**src/rtl/imem_pkg.sv**
```systemverilog
// Shared types and address helpers for the instruction-memory arbiter.
package imem_pkg;

  typedef enum logic {BOOT = 1'b0, RUN = 1'b1} state_e;

  localparam int MEM_WORDS_DEF = 128;
  localparam int IMEM_AW       = $clog2(MEM_WORDS_DEF);

  function automatic logic [29:0] word_addr(input logic [31:0] a);
    return a[31:2];
  endfunction

  function automatic logic in_range(input logic [31:0] a, input int unsigned words);
    return {2'b00, a[31:2]} < 32'(words);
  endfunction

endpackage

```
**src/rtl/imem_arbiter_rr_arb2.sv**
```systemverilog
// Two-requester round-robin arbiter. Index 0 is fetch, index 1 is loader.
module rr_arb2 (
  input  logic       clk_i,
  input  logic       rst_i,
  input  logic       en_i,
  input  logic [1:0] req_i,
  output logic [1:0] gnt_o
);

  logic last_q;  // index of the winner of the last contested cycle

  always_comb begin
    gnt_o = 2'b00;
    if (en_i) begin
      if (&req_i) gnt_o = last_q ? 2'b01 : 2'b10;
      else        gnt_o = req_i;
    end
  end

  always_ff @(posedge clk_i) begin
    if (rst_i)                 last_q <= 1'b1;
    else if (en_i && &req_i)   last_q <= ~last_q;
  end

endmodule

```
**src/rtl/imem_arbiter.sv**
```systemverilog
// Owns the single-port instruction memory: loader-only during BOOT, then
// round-robin between core fetch and late loader writes in RUN.
module imem_arbiter
  import imem_pkg::*;
#(
  parameter int          MEM_WORDS = MEM_WORDS_DEF,
  parameter logic [31:0] BOOT_ADDR = 32'h0000_0100,
  localparam int         AW        = $clog2(MEM_WORDS)
) (
  input  logic          clk_i,
  input  logic          rst_i,
  input  logic          load_req_i,
  input  logic [31:0]   load_addr_i,
  input  logic [31:0]   load_wdata_i,
  input  logic          load_done_i,
  output logic          load_gnt_o,
  output logic          load_err_o,
  input  logic          instr_req_i,
  input  logic [31:0]   instr_addr_i,
  output logic          instr_gnt_o,
  output logic          instr_rvalid_o,
  output logic [31:0]   instr_rdata_o,
  output logic          instr_err_o,
  output logic          fetch_en_o,
  output logic [31:0]   boot_addr_o,
  output logic [AW:0]   boot_words_o,
  output logic          mem_req_o,
  output logic          mem_we_o,
  output logic [AW-1:0] mem_addr_o,
  output logic [31:0]   mem_wdata_o,
  input  logic [31:0]   mem_rdata_i
);

  state_e      state_q, state_d;
  logic        rvalid_q, rd_q, ierr_q, lerr_q;
  logic [31:0] rdata_hold_q;
  logic [AW:0] bw_q;

  logic        run, load_in, instr_in, load_gnt, instr_gnt;
  logic [1:0]  arb_gnt;
  logic [29:0] load_wa, instr_wa;

  assign run      = (state_q == RUN);
  assign load_in  = in_range(load_addr_i, MEM_WORDS);
  assign instr_in = in_range(instr_addr_i, MEM_WORDS);
  assign load_wa  = word_addr(load_addr_i);
  assign instr_wa = word_addr(instr_addr_i);

  rr_arb2 u_arb (
    .clk_i (clk_i),
    .rst_i (rst_i),
    .en_i  (run && !rst_i),
    .req_i ({load_req_i, instr_req_i}),
    .gnt_o (arb_gnt)
  );

  assign load_gnt  = !rst_i && (run ? arb_gnt[1] : load_req_i);
  assign instr_gnt = !rst_i && run && arb_gnt[0];

  assign load_gnt_o  = load_gnt;
  assign instr_gnt_o = instr_gnt;
  assign mem_req_o   = (load_gnt && load_in) || (instr_gnt && instr_in);
  assign mem_we_o    = load_gnt && load_in;
  assign mem_addr_o  = load_gnt ? load_wa[AW-1:0] : instr_wa[AW-1:0];
  assign mem_wdata_o = load_wdata_i;

  // Gating with rst_i drops a response launched the cycle before reset.
  assign instr_rvalid_o = rvalid_q && !rst_i;
  assign instr_err_o    = ierr_q && !rst_i;
  assign instr_rdata_o  = rvalid_q ? (rd_q ? mem_rdata_i : 32'h0) : rdata_hold_q;
  assign load_err_o     = lerr_q;
  assign fetch_en_o     = run;
  assign boot_addr_o    = BOOT_ADDR;
  assign boot_words_o   = bw_q;

  always_comb begin
    state_d = state_q;
    if (!run && load_done_i) state_d = RUN;
  end

  always_ff @(posedge clk_i) begin
    if (rst_i) begin
      state_q      <= BOOT;
      rvalid_q     <= 1'b0;
      rd_q         <= 1'b0;
      ierr_q       <= 1'b0;
      lerr_q       <= 1'b0;
      rdata_hold_q <= 32'h0;
      bw_q         <= '0;
    end else begin
      state_q  <= state_d;
      rvalid_q <= instr_gnt;
      rd_q     <= instr_gnt && instr_in;
      ierr_q   <= instr_gnt && !instr_in;
      lerr_q   <= load_gnt && !load_in;
      if (rvalid_q) rdata_hold_q <= instr_rdata_o;
      if (!run && load_gnt && load_in && bw_q < (AW+1)'(MEM_WORDS))
        bw_q <= bw_q + 1'b1;
    end
  end

endmodule

```
**config.mk**
```make
export PLATFORM = sky130hd
export DESIGN_NAME = imem_arbiter
export DESIGN_NICKNAME = d
export VERILOG_FILES = /design/src/rtl/imem_pkg.sv /design/src/rtl/imem_arbiter_rr_arb2.sv /design/src/rtl/imem_arbiter.sv
export SDC_FILE = /design/constraint.sdc
export NUM_CORES = 1
export LEC_CHECK = 0
export ABC_AREA = 1
export BUFFER_PORTS_ARGS = -buffer_cell sky130_fd_sc_hd__buf_4
export CAP_MARGIN = 20
export CORE_MARGIN = 10
export CORE_UTILIZATION = 41
export CTS_CLUSTER_SIZE = 14
export DETAILED_ROUTE_END_ITERATION = 10
export PLACE_DENSITY = 0.95
export SLEW_MARGIN = 0
export SYNTH_ARGS = -nofsm -noshare
export SYNTH_HDL_FRONTEND = slang
export SYNTH_SLANG_ARGS = --single-unit
```
**constraint.sdc**
```tcl
create_clock -name clk_i -period 3.1 [get_ports clk_i]
set_clock_uncertainty 0.15 [all_clocks]
set_input_delay 0.31 -clock clk_i [delete_from_list [all_inputs] [get_ports clk_i]]
set_output_delay 0.31 -clock clk_i [all_outputs]
set_load 0.02 [all_outputs]
```
==> Implementation_results.wiki, run 1 <==
{| class="wikitable"
! Metric !! Value
|-
| Fraction of power spent switching nets || 27.4%
|-
| Max Fclk || 357 MHz
|-
| Number of violations reported at the end of detailed-routing iteration 0 || 114
|-
| Reg-to-reg slack, setup || 0.88 ns
|-
| Buffers on Ports || 151
|-
| Startpoint of the worst hold path || load_req_i
|-
| Transition time at the pin with the least slew margin || 1.08 ns
|-
| Depth of the worst register-to-register path || 5
|-
| Antenna violations before repair || 0
|-
| Tmin final || 2.80 ns
|-
| Hpwl dp || 6750 um
|-
| CTS Hold Bufs || 0
|-
| Filler Cells Inserted || 626
|-
| Fraction of layout cells with a size suffix above 1 || 31.7%
|-
| Cells after Synth || 432
|-
| Number of antenna-violating nets in the routed design || 0
|-
| DRC errors left || 0
|-
| Final-report setup violation count || 0
|-
| Avg WL per Cell || 13.0 um
|-
| Type of element launching the critical path || register
|-
| Max-cap check violation count || 0
|-
| Tightest hold margin || 0.0613 ns
|-
| Area overhead of the layout relative to synthesis || 31.7%
|-
| Register clock-pin slew on the reported worst setup and hold paths || 0.09 ns
|-
| RSZ-0062 raised after global routing || false
|-
| Slowest cell delay on critical path || 0.71 ns
|-
| Total count of hold-check failures in the final report || 0
|-
| GRT Residual Overflow || 0
|-
| Capture point of the worst reg-to-reg path || rdata_hold_q[28]
|-
| Total routing usage reported by global routing || 14.0%
|-
| CP max FO || 34
|-
| Category of the most critical setup path || register to primary output
|-
| Class of the worst hold path || primary input to register
|-
| Routed Wire Length || 8130 um
|-
| Logic gate share of total power || 18.6%
|-
| Cell depth of the worst hold path || 2
|-
| Number of global-route vias before repair || 2,800
|-
| Synth unique cells || 27
|-
| Netlist Area Pre-Place || 2840 um^2
|-
| Cell-by-cell listing of the critical path || buf_4 > nand2_1 > o22ai_1 > buf_4
|-
| CP max stage cell || nand2_1
|-
| Most frequent cells in the layout || buf_4, inv_1, nor2_1
|-
| Vias per cell || 4.40
|-
| Count of pins over their slew limit || 0
|-
| Vert. Die Dim || 103 um
|-
| Clock latency on the worst-skew pair || 0.29 ns
|-
| Cell at the root of the clock tree || clkbuf_8
|-
| Register bit total from synthesis || 46
|-
| Horizontal die dimension || 103 um
|-
| Area share of fa/ha/maj cells after synthesis || 0.440%
|-
| Placeable Area || 6760 um^2
|-
| Inserted Clock Buffers || 5
|-
| Net Sw Power || 323 uW
|-
| Worst reg2reg startpoint || rvalid_q
|-
| Hold EP || rvalid_q
|-
| Synthesis Warnings || 0
|-
| Run status || completed
|-
| Main combinational cell family by area after synthesis || buffers and inverters
|-
| CTS max path bufs || 2
|-
| Cell Int Power || 858 uW
|-
| Wire length of the first global-routing pass || 12,300 um
|-
| Endpoint required time on the critical path || 2.64 ns
|-
| CTS tree || done
|-
| Initial core utilization || 42.1%
|-
| H-tree Lvls || 2
|-
| Compound-Gate Fraction of Synth Area || 8.97%
|-
| Critical path capture point type || primary output
|-
| Simple-gate portion of the synthesized area || 22.5%
|-
| Total Die Area || 10,700 um^2
|-
| Net count reported at finish || 678
|-
| Number of iterations in the first detailed-routing pass || 4
|-
| Worst IR Drop VDD || 0.163 mV
|-
| Post-CTS setup-driven buffer insertion count || 0
|-
| Number of gates given a new drive strength after cts || 0
|-
| Leakage dissipation || 1.94 nW
|-
| Row count || 30
|-
| Ratio of final minimum period to clock period || 90.5%
|-
| Cell mode on critical path || buf_4
|-
| Power per standard cell area || 316 nW/um^2
|-
| Share of synthesized area spent on multiplexers || 0%
|-
| Arrival @ worst endpoint || 2.34 ns
|-
| Reg power frac || 50.5%
|-
| Most common cell after layout, fill and taps aside || buf_4
|-
| Total Negative Setup Slacks || 0 ns
|-
| Clk sink count || 46
|-
| Clk network pwr share || 30.9%
|-
| Largest net degree at the start of global routing || 45
|-
| Relative max-transition margin || 27.8%
|-
| Area share of xor/xnor cells in the synthesized design || 0.924%
|-
| Share of the yosys chip area belonging to registers || 32.4%
|-
| Number of I/O pins || 252
|-
| Global placer's final weighted congestion || 0.777
|-
| Mean cell area of the mapped netlist || 6.58 um^2
|-
| ANT cells || 0
|-
| Total number of vias || 2,750
|}
==> how the worst max path moves through the flow <==
stage / start / end / slack [ns] / cells after the start
finish: rvalid_q / instr_rdata_o[26] / 0.30 / 4
global route: rvalid_q / instr_rdata_o[26] / 0.10 / 4
CTS: rvalid_q / instr_rdata_o[26] / 0.31 / 4
detailed placement: rvalid_q / instr_rdata_o[26] / 0.64 / 4
global placement: rvalid_q / instr_rdata_o[1] / 0.74 / 4
floorplan: fetch_en_o / mem_req_o / 1.12 / 6
==> routing by layer <==
| metal | vias to the layer above | global-route usage, % | part of all wire, % |
|---|---|---|---|
| met5 | - | 0 | 0 |
| met4 | 0 | 6.95 | 1.9 |
| met3 | 26 | 5.91 | 11 |
| met2 | 127 | 27.3 | 54 |
| met1 | 1192 | 11.8 | 33 |
| li1 | 1405 | - | - |
==> cells in the mapped netlist <==
library cell  count  share of area [%]
conb_1            2               0.26
nor4_1            3               0.66
o21ai_0           3               0.53
nand2_2           2               0.44
nand2_1          48                6.3
inv_2             1               0.13
nand2_4           1               0.40
inv_4             1               0.22
nand3_1           6                1.1
clkbuf_1          5               0.66
nor2_8            1               0.70
inv_1           114                 15
buf_6             1               0.40
nor3_1            1               0.18
a21oi_1           8                1.4
buf_2             5               0.88
o22ai_1          32                7.0
nand4_1           8                1.8
nor2_1           67                8.8
nor2_4            2               0.79
xor2_1            3               0.92
ha_1              1               0.44
buf_1             2               0.26
nand3_2           2               0.70
dfxtp_1          46                 32
buf_4            64                 17
nor2_2            3               0.66
==> critical path, delay by kind of cell, from the launching register on <==
kind,cells,cell delay (ns)
and+or+nand+nor,1,0.71
buffers and inverters,2,0.53
AOI/OAI and AO/OA,1,0.48
DFF,1,0.32
==> cell families after synthesis <==
group                      after synthesis
buffers and inverters                  193
and+or+nand+nor                        144
DFF                                     46
AOI/OAI and AO/OA                       43
xor gates and xnor gates                 3
other                                    2
adders and majority gates                1
==> registers in the layout (all words and copies together), names as in the netlist <==
register and cells:
load_err_o 1, ierr_q 1, fetch_en_o 1, rvalid_q 1, u_arb.last_q 1, rd_q 1
boot_words_o 8, rdata_hold_q 32
==> layout make-up <==
class / instances / area [um^2] / area share [%]
clock buffer: 5 / 68.8 / 1.84
clock inverter: 3 / 21.3 / 0.568
inverter: 116 / 438 / 11.7
multi-input combinational: 223 / 1050 / 28.2
sequential: 46 / 921 / 24.6
tap: 80 / 100 / 2.67
timing repair buffer: 152 / 1140 / 30.5
==> power by group through the flow <==
| stage | clock network [mW] | registers [mW] | logic [mW] |
|---|---|---|---|
| final | 0.365 | 0.597 | 0.220 |
| after global routing | 0.400 | 0.597 | 0.242 |
| after CTS | 0.388 | 0.597 | 0.220 |
| after detailed placement | 0 | 0.610 | 0.219 |
| after global placement | 0 | 0.610 | 0.215 |
| after floorplan | 0 | 0.612 | 0.191 |
==> stage by stage <==
stage               power (mW)  util, %  cell area, um^2  instances  setup WS (ns)
global route              1.24     55.4             3740        625          0.104
detailed placement       0.830     54.1             3650        617          0.642
finish                    1.18     55.4             3740        625          0.295
CTS                       1.20     55.4             3740        625          0.308
floorplan                0.802        -             2960        462           1.12
global placement         0.825     54.1             3650        617          0.742
(Power assumes the default switching activity.)
==> inputs of run 2 (changes only) <==
--- a/config.mk
+++ b/config.mk
@@ -9,7 +9,7 @@
 export BUFFER_PORTS_ARGS = -buffer_cell sky130_fd_sc_hd__buf_4
 export CAP_MARGIN = 20
 export CORE_MARGIN = 10
-export CORE_UTILIZATION = 41
+export CORE_UTILIZATION = 40
 export CTS_CLUSTER_SIZE = 14
 export DETAILED_ROUTE_END_ITERATION = 10
 export PLACE_DENSITY = 0.95
==> run 2 against run 1 <==
Via count up 1.5%; critical path depth unchanged; sequential power about the same; non-clock buffer count up 1; design area up 1.3%; routed wire length up 7.9%; critical endpoint is now instr_rdata_o[6].
==> Implementation_results.wiki, run 2 (same netlist as run 1, synthesis figures left out) <==
{| class="wikitable"
! Metric !! Value
|-
| Total count of hold-check failures in the final report || 0 (unchanged)
|-
| Avg WL per Cell || 13.7 um (+5.2%)
|-
| Worst reg2reg startpoint || rvalid_q
|-
| DRC errors left || 0 (unchanged)
|-
| Initial core utilization || 41.4% (-0.69 points)
|-
| Area overhead of the layout relative to synthesis || 33.4%
|-
| Row count || 30 (unchanged)
|-
| GRT Residual Overflow || 0 (unchanged)
|-
| Filler Cells Inserted || 624 (-0.32%)
|-
| Clk network pwr share || 35.0% (+4.1 points)
|-
| Horizontal die dimension || 104 um (+1.0%)
|-
| Number of gates given a new drive strength after cts || 0 (unchanged)
|-
| Net count reported at finish || 679 (+0.15%)
|-
| Net Sw Power || 303 uW (-6.3%)
|-
| Fraction of power spent switching nets || 24.0% (-3.3 points)
|-
| Transition time at the pin with the least slew margin || 1.05 ns (-0.0324 ns)
|-
| Final-report setup violation count || 0 (unchanged)
|-
| Post-CTS setup-driven buffer insertion count || 0 (unchanged)
|-
| CP max stage cell || nand2_1
|-
| Clock latency on the worst-skew pair || 0.29 ns (about the same)
|-
| Slowest cell delay on critical path || 0.69 ns (-0.02 ns)
|-
| Ratio of final minimum period to clock period || 88.6% (-1.9 points)
|-
| Final setup margin || 0.353 ns (+0.0578 ns)
|-
| Depth of the worst register-to-register path || 5 (unchanged)
|-
| Vert. Die Dim || 104 um (+1.0%)
|-
| H-tree Lvls || 2 (unchanged)
|-
| Type of element launching the critical path || register
|-
| ANT cells || 0 (unchanged)
|-
| Routed Wire Length || 8770 um (+7.9%)
|-
| Reg power frac || 47.3% (-3.2 points)
|-
| Reg-to-reg slack, setup || 0.94 ns (+0.06 ns)
|-
| Power per standard cell area || 332 nW/um^2 (+5.3%)
|-
| Class of the worst hold path || primary input to register
|-
| Total Negative Setup Slacks || 0 ns (unchanged)
|-
| CTS max path bufs || 2 (unchanged)
|-
| Cell depth of the worst hold path || 3 (+1)
|-
| Logic gate share of total power || 17.8% (-0.8 points)
|-
| Hpwl dp || 7420 um (+9.9%)
|-
| Cell at the root of the clock tree || clkbuf_8
|-
| Critical path capture point type || primary output
|-
| Flip-flop count of the largest register, all copies and words added || 32 (unchanged)
|-
| Largest net degree at the start of global routing || 35 (-22%)
|-
| Total routing usage reported by global routing || 15.1% (+1.1 points)
|-
| Cell mode on critical path || buf_4
|-
| Number of I/O pins || 252 (unchanged)
|-
| Cell-by-cell listing of the critical path || buf_4 > nand2_1 > o22ai_1 > buf_4
|-
| Post-place setup slack || 0.650 ns (+0.00730 ns)
|-
| Most frequent cells in the layout || buf_4, inv_1, nor2_1
|-
| RSZ-0062 raised after global routing || false
|-
| Most common cell after layout, fill and taps aside || buf_4
|-
| Placeable Area || 6870 um^2 (+1.7%)
|-
| Number of global-route vias before repair || 2,906 (+3.8%)
|-
| Register bank with the most flops || rdata_hold_q
|-
| Startpoint of the worst hold path || load_done_i
|-
| CTS Hold Bufs || 0 (unchanged)
|-
| Total Die Area || 10,900 um^2 (+2.0%)
|-
| Vias per cell || 4.36 (-1.0%)
|-
| Run status || completed
|-
| Global placer's final weighted congestion || 0.772 (-0.68%)
|-
| Register clock-pin slew on the reported worst setup and hold paths || 0.08 ns (about the same)
|-
| Total number of vias || 2,792 (+1.5%)
|-
| Arrival @ worst endpoint || 2.29 ns (-0.05 ns)
|-
| Inserted Clock Buffers || 5 (unchanged)
|-
| Endpoint required time on the critical path || 2.64 ns (about the same)
|-
| Wire length of the first global-routing pass || 14,000 um (+14%)
|-
| Worst IR Drop VDD || 0.168 mV (+2.9%)
|-
| Relative max-transition margin || 30.0% (+2.2 points)
|-
| Capture point of the worst reg-to-reg path || rdata_hold_q[8]
|-
| Number of iterations in the first detailed-routing pass || 4 (unchanged)
|-
| Leakage dissipation || 1.95 nW (+0.93%)
|-
| Max Fclk || 364 MHz (+2.1%)
|-
| Buffers on Ports || 151 (unchanged)
|-
| Max-cap check violation count || 0 (unchanged)
|-
| Fraction of layout cells with a size suffix above 1 || 31.7% (unchanged)
|-
| Cell Int Power || 958 uW (+12%)
|-
| Antenna violations before repair || 0 (unchanged)
|-
| Tmin final || 2.75 ns (-0.0578 ns)
|-
| Category of the most critical setup path || register to primary output
|-
| Clk sink count || 46 (unchanged)
|-
| Count of pins over their slew limit || 0 (unchanged)
|-
| Hold EP || fetch_en_o
|-
| CTS tree || done
|-
| Number of antenna-violating nets in the routed design || 0 (unchanged)
|-
| Number of violations reported at the end of detailed-routing iteration 0 || 111 (-2.6%)
|-
| CP max FO || 34 (unchanged)
|}
-- run 2: changes by cell type in the layout (fill, tap and decap cells not counted) --
cell,before,now
clkbuf_8,5,6
bufinv_16,0,1
buf_4,152,153
clkinv_4,1,0
clkinvlp_4,1,0
clkinv_2,1,0
-- run 2: layout make-up --
cell class | count | area, um^2 | share of cell area (%)
sequential | 46 | 921 | 24.3
inverter | 116 | 438 | 11.5
tap | 96 | 120 | 3.17
multi-input combinational | 223 | 1050 | 27.8
clock inverter | 1 | 30.0 | 0.791
timing repair buffer | 153 | 1150 | 30.3
clock buffer | 6 | 82.6 | 2.18
-- run 2: layer usage --
layer / up-vias / track usage (%) / wire length (um)
met4: 0 / 4.97 / 144
met5: - / 0 / 0
met2: 154 / 28.0 / 4720
met3: 10 / 7.31 / 931
met1: 1222 / 14.0 / 2980
li1: 1406 / - / -
-- run 2: through the flow --
step | power [mW] | cells | util (%) | area, um^2 | hold slack [ns]
2_1_floorplan | 0.802 | 462 | - | 2960 | 0.254
3_3_place_gp | 0.828 | 634 | 53.6 | 3680 | 0.333
3_5_place_dp | 0.833 | 634 | 53.6 | 3680 | 0.346
4_1_cts | 1.28 | 641 | 55.2 | 3790 | 0.0613
5_1_grt | 1.33 | 641 | 55.2 | 3790 | 0.0768
6_report | 1.26 | 641 | 55.2 | 3790 | 0.0726
-- run 2: worst max-delay path: cells and delay by family, from the launching register on --
family                 cells  cell delay [ns]
buffers and inverters      2             0.53
DFF                        1             0.31
and+or+nand+nor            1             0.69
AOI/OAI and AO/OA          1             0.46
-- run 2: power by group through the flow --
stage	Sequential, mW	Combinational, mW	Clock [mW]
5_1_grt	0.597	0.246	0.486
3_5_place_dp	0.610	0.222	0
3_3_place_gp	0.610	0.217	0
6_report	0.596	0.224	0.441
4_1_cts	0.596	0.223	0.460
2_1_floorplan	0.612	0.191	0
-- run 2: worst max path at each step --
stage,startpoint,end,slack [ns],depth (start not counted)
after floorplan,fetch_en_o,mem_req_o,1.12,6
after global placement,rvalid_q,instr_rdata_o[11],0.73,4
after detailed placement,rvalid_q,instr_rdata_o[11],0.65,4
after CTS,rvalid_q,instr_rdata_o[11],0.33,4
after global routing,rvalid_q,instr_rdata_o[10],0.12,4
final,rvalid_q,instr_rdata_o[6],0.35,4
==> inputs of run 3 (changes only) <==
--- a/config.mk
+++ b/config.mk
@@ -5,7 +5,6 @@
 export SDC_FILE = /design/constraint.sdc
 export NUM_CORES = 1
 export LEC_CHECK = 0
-export ABC_AREA = 1
 export BUFFER_PORTS_ARGS = -buffer_cell sky130_fd_sc_hd__buf_4
 export CAP_MARGIN = 20
 export CORE_MARGIN = 10
==> run 3 against run 2 <==
Total power is 1.5% lower; worst hold slack worse by 0.0067 ns; maximum frequency is 17% higher; via count is 14% lower; clock-buffer cell count is 1 lower; critical path type is now primary input to primary output; synthesized cell count is 22% lower; clock power is 1% higher.
==> Implementation_results.wiki, run 3 <==
{| class="wikitable"
! Metric !! Value
|-
| Run status || completed
|-
| Class of the worst hold path || primary input to register
|-
| Number of violations reported at the end of detailed-routing iteration 0 || 43 (-61%)
|-
| Most instantiated library cell after synthesis || buf_4
|-
| Antenna violations before repair || 0 (unchanged)
|-
| Leakage dissipation || 1.61 nW (-18%)
|-
| Type of element launching the critical path || primary input
|-
| Register bit total from synthesis || 46 (unchanged)
|-
| Final-report setup violation count || 0 (unchanged)
|-
| Area taken by flip-flops and latches || 921 um^2 (unchanged)
|-
| Ratio of final minimum period to clock period || 75.7% (-13 points)
|-
| Clk sink count || 46 (unchanged)
|-
| Category of the most critical setup path || primary input to primary output
|-
| Number of antenna-violating nets in the routed design || 0 (unchanged)
|-
| Share of the yosys chip area belonging to registers || 35.2% (+2.8 points)
|-
| Area overhead of the layout relative to synthesis || 35.3%
|-
| FFs w/ async S/R, synth || 0% (unchanged)
|-
| Buffers on Ports || 151 (unchanged)
|-
| Worst IR Drop VDD || 0.331 mV (+97%)
|-
| Wire length of the first global-routing pass || 12,300 um (-12%)
|-
| Initial core utilization || 41.2% (-0.16 points)
|-
| Arrival @ worst endpoint || 1.89 ns (-0.40 ns)
|-
| Max Fclk || 426 MHz (+17%)
|-
| Post-DP Area || 3430 um^2 (-6.8%)
|-
| Netlist Area Pre-Place || 2620 um^2 (-7.9%)
|-
| Register bank with the most flops || rdata_hold_q
|-
| Transition time at the pin with the least slew margin || 0.506 ns (-0.542 ns)
|-
| CTS max path bufs || 2 (unchanged)
|-
| CTS Hold Bufs || 0 (unchanged)
|-
| Fraction of layout cells with a size suffix above 1 || 38.7% (+6.9 points)
|-
| Depth of the worst register-to-register path || 4 (-1)
|-
| Total number of vias || 2,414 (-14%)
|-
| Avg WL per Cell || 14.7 um (+7.8%)
|-
| Mean cell area of the mapped netlist || 7.75 um^2 (+18%)
|-
| Post-CTS setup-driven buffer insertion count || 0 (unchanged)
|-
| Post-synth EDFFs || 0 (unchanged)
|-
| CTS tree || done
|-
| Total Negative Setup Slacks || 0 ns (unchanged)
|-
| Multi-input gate area in the final layout || 1120 um^2 (+6.4%)
|-
| Number of global-route vias before repair || 2,575 (-11%)
|-
| H-tree Lvls || 2 (unchanged)
|-
| Vert. Die Dim || 101 um (-3.3%)
|-
| Power per standard cell area || 351 nW/um^2 (+5.5%)
|-
| Count of pins over their slew limit || 0 (unchanged)
|-
| Number of gates given a new drive strength after cts || 0 (unchanged)
|-
| Hpwl dp || 6530 um (-12%)
|-
| Cell types occupying the most area after synthesis || dfxtp_1, buf_4, nor2b_1
|-
| Cell types with the highest counts after synthesis || buf_4, dfxtp_1, inv_1, nand2_1, nor2b_1
|-
| Number of I/O pins || 252 (unchanged)
|-
| Net count reported at finish || 583 (-14%)
|-
| Most common cell after layout, fill and taps aside || buf_4
|-
| Critical path capture point type || primary output
|-
| Vias per cell || 4.58 (+5.2%)
|-
| Synthesis Warnings || 0 (unchanged)
|-
| Routed Wire Length || 7770 um (-11%)
|-
| Cell at the root of the clock tree || clkbuf_8
|-
| RSZ-0062 raised after global routing || false
|-
| Total count of hold-check failures in the final report || 0 (unchanged)
|-
| Prevailing post-synth register cell || dfxtp_1
|-
| Library cell occupying the most area in the post-synthesis netlist || dfxtp_1
|-
| Share of Yosys cell area claimed by the top area cell type || 35.2% (+2.8 points)
|-
| Endpoint required time on the critical path || 2.64 ns (about the same)
|-
| Total Die Area || 10,200 um^2 (-6.4%)
|-
| Most frequent cells in the layout || buf_4, dfxtp_1, inv_1, nand2_1, nor2b_1
|-
| CP max FO || 15 (-56%)
|-
| GRT Residual Overflow || 0 (unchanged)
|-
| Register clock-pin slew on the reported worst setup and hold paths || 0.09 ns (about the same)
|-
| Filler Cells Inserted || 568 (-9.0%)
|-
| Global placer's final weighted congestion || 0.685 (-11%)
|-
| Synth unique cells || 31 (+15%)
|-
| Horizontal die dimension || 101 um (-3.3%)
|-
| Placeable Area || 6350 um^2 (-7.6%)
|-
| Cell depth of the worst hold path || 3 (unchanged)
|-
| Row count || 29 (-3.3%)
|-
| DRC errors left || 0 (unchanged)
|-
| Cells after Synth || 338 (-22%)
|-
| Relative max-transition margin || 66.1% (+36 points)
|-
| Tmin final || 2.35 ns (-0.400 ns)
|-
| Reg-to-reg slack, setup || 1.05 ns (+0.11 ns)
|-
| Inserted Clock Buffers || 5 (unchanged)
|-
| Post-route standard cell area excluding fillers || 3540 um^2 (-6.6%)
|-
| Flip-flop count of the largest register, all copies and words added || 32 (unchanged)
|-
| Clock latency on the worst-skew pair || 0.29 ns (about the same)
|-
| Number of iterations in the first detailed-routing pass || 4 (unchanged)
|-
| Max-cap check violation count || 0 (unchanged)
|-
| Largest net degree at the start of global routing || 50 (+43%)
|-
| ANT cells || 0 (unchanged)
|-
| Total routing usage reported by global routing || 14.2% (-0.86 points)
|}
==> run 3: cell types whose count changed after synthesis, sizes merged, moves of 6 or more <==
cell / delta
inv: -78
o22ai: -32
nand4: -6
nor2b: +37
nor2: -65
buf: -6
nor4: +8
o21ai: +31
nand2: -13
clkbuf: +8
mux2: +9
==> run 3: metal layers <==
| layer | GRT usage [%] | part of all wire, % | wire, um | up-vias |
|---|---|---|---|---|
| met4 | 2.68 | 0.84 | 65 | 0 |
| met3 | 7.48 | 13 | 1020 | 11 |
| met5 | 0 | 0 | 0 | - |
| met1 | 14.3 | 36 | 2770 | 1074 |
| met2 | 25.7 | 50 | 3910 | 133 |
| li1 | - | - | - | 1196 |
==> run 3: logic make-up (layout without fill, tap and decap cells) <==
| family | after synthesis | after routing | synth area share [%] |
|---|---|---|---|
| DFF | 46 | 46 | 35.2 |
| other | 2 | 32 | 0.287 |
| AOI/OAI and AO/OA | 43 | 43 | 8.50 |
| buffers and inverters | 117 | 199 | 26.3 |
| and+or+nand+nor | 119 | 119 | 25.1 |
| muxes | 9 | 9 | 3.87 |
| adders and majority gates | 1 | 1 | 0.478 |
| xor gates and xnor gates | 1 | 1 | 0.335 |
==> run 3: cell type report <==
| type | count | share of cell area, % |
|---|---|---|
| multi-input combinational | 205 | 31.7 |
| inverter | 38 | 4.03 |
| clock buffer | 5 | 1.94 |
| tap | 77 | 2.72 |
| timing repair buffer | 153 | 32.4 |
| sequential | 46 | 26.0 |
| clock inverter | 3 | 1.24 |
==> run 3: path summary, 6_finish.rpt <==
kind | startpoint | endpoint
max | load_addr_i[31] | mem_req_o
min reg2reg | boot_words_o[7] | boot_words_o[7]
max reg2reg | fetch_en_o | boot_words_o[6]
min | load_done_i | fetch_en_o
==> run 3: report_power, final <==
group          internal [mW]  total (mW)  switching (mW)
registers              0.594       0.596         0.00292
clock network          0.242       0.446           0.204
logic                  0.103       0.201          0.0976
==> run 3: worst max-delay path, stage by stage <==
cell and delay (ns):
buf_4 0.11, nor4_1 0.31, nand4_1 0.47, nor3_1 0.38, or2_2 0.17, buf_4 0.13
==> run 3: stage by stage <==
stage / total power, mW / hold slack (ns) / cells / setup slack (ns) / utilization (%)
2_1_floorplan: 0.782 / 0.276 / 368 / 0.921 / -
3_3_place_gp: 0.804 / 0.323 / 519 / 0.803 / 54.0
3_5_place_dp: 0.810 / 0.343 / 519 / 0.770 / 54.0
4_1_cts: 1.26 / 0.0568 / 527 / 0.758 / 55.8
5_1_grt: 1.29 / 0.101 / 527 / 0.625 / 55.8
6_report: 1.24 / 0.0659 / 527 / 0.753 / 55.8
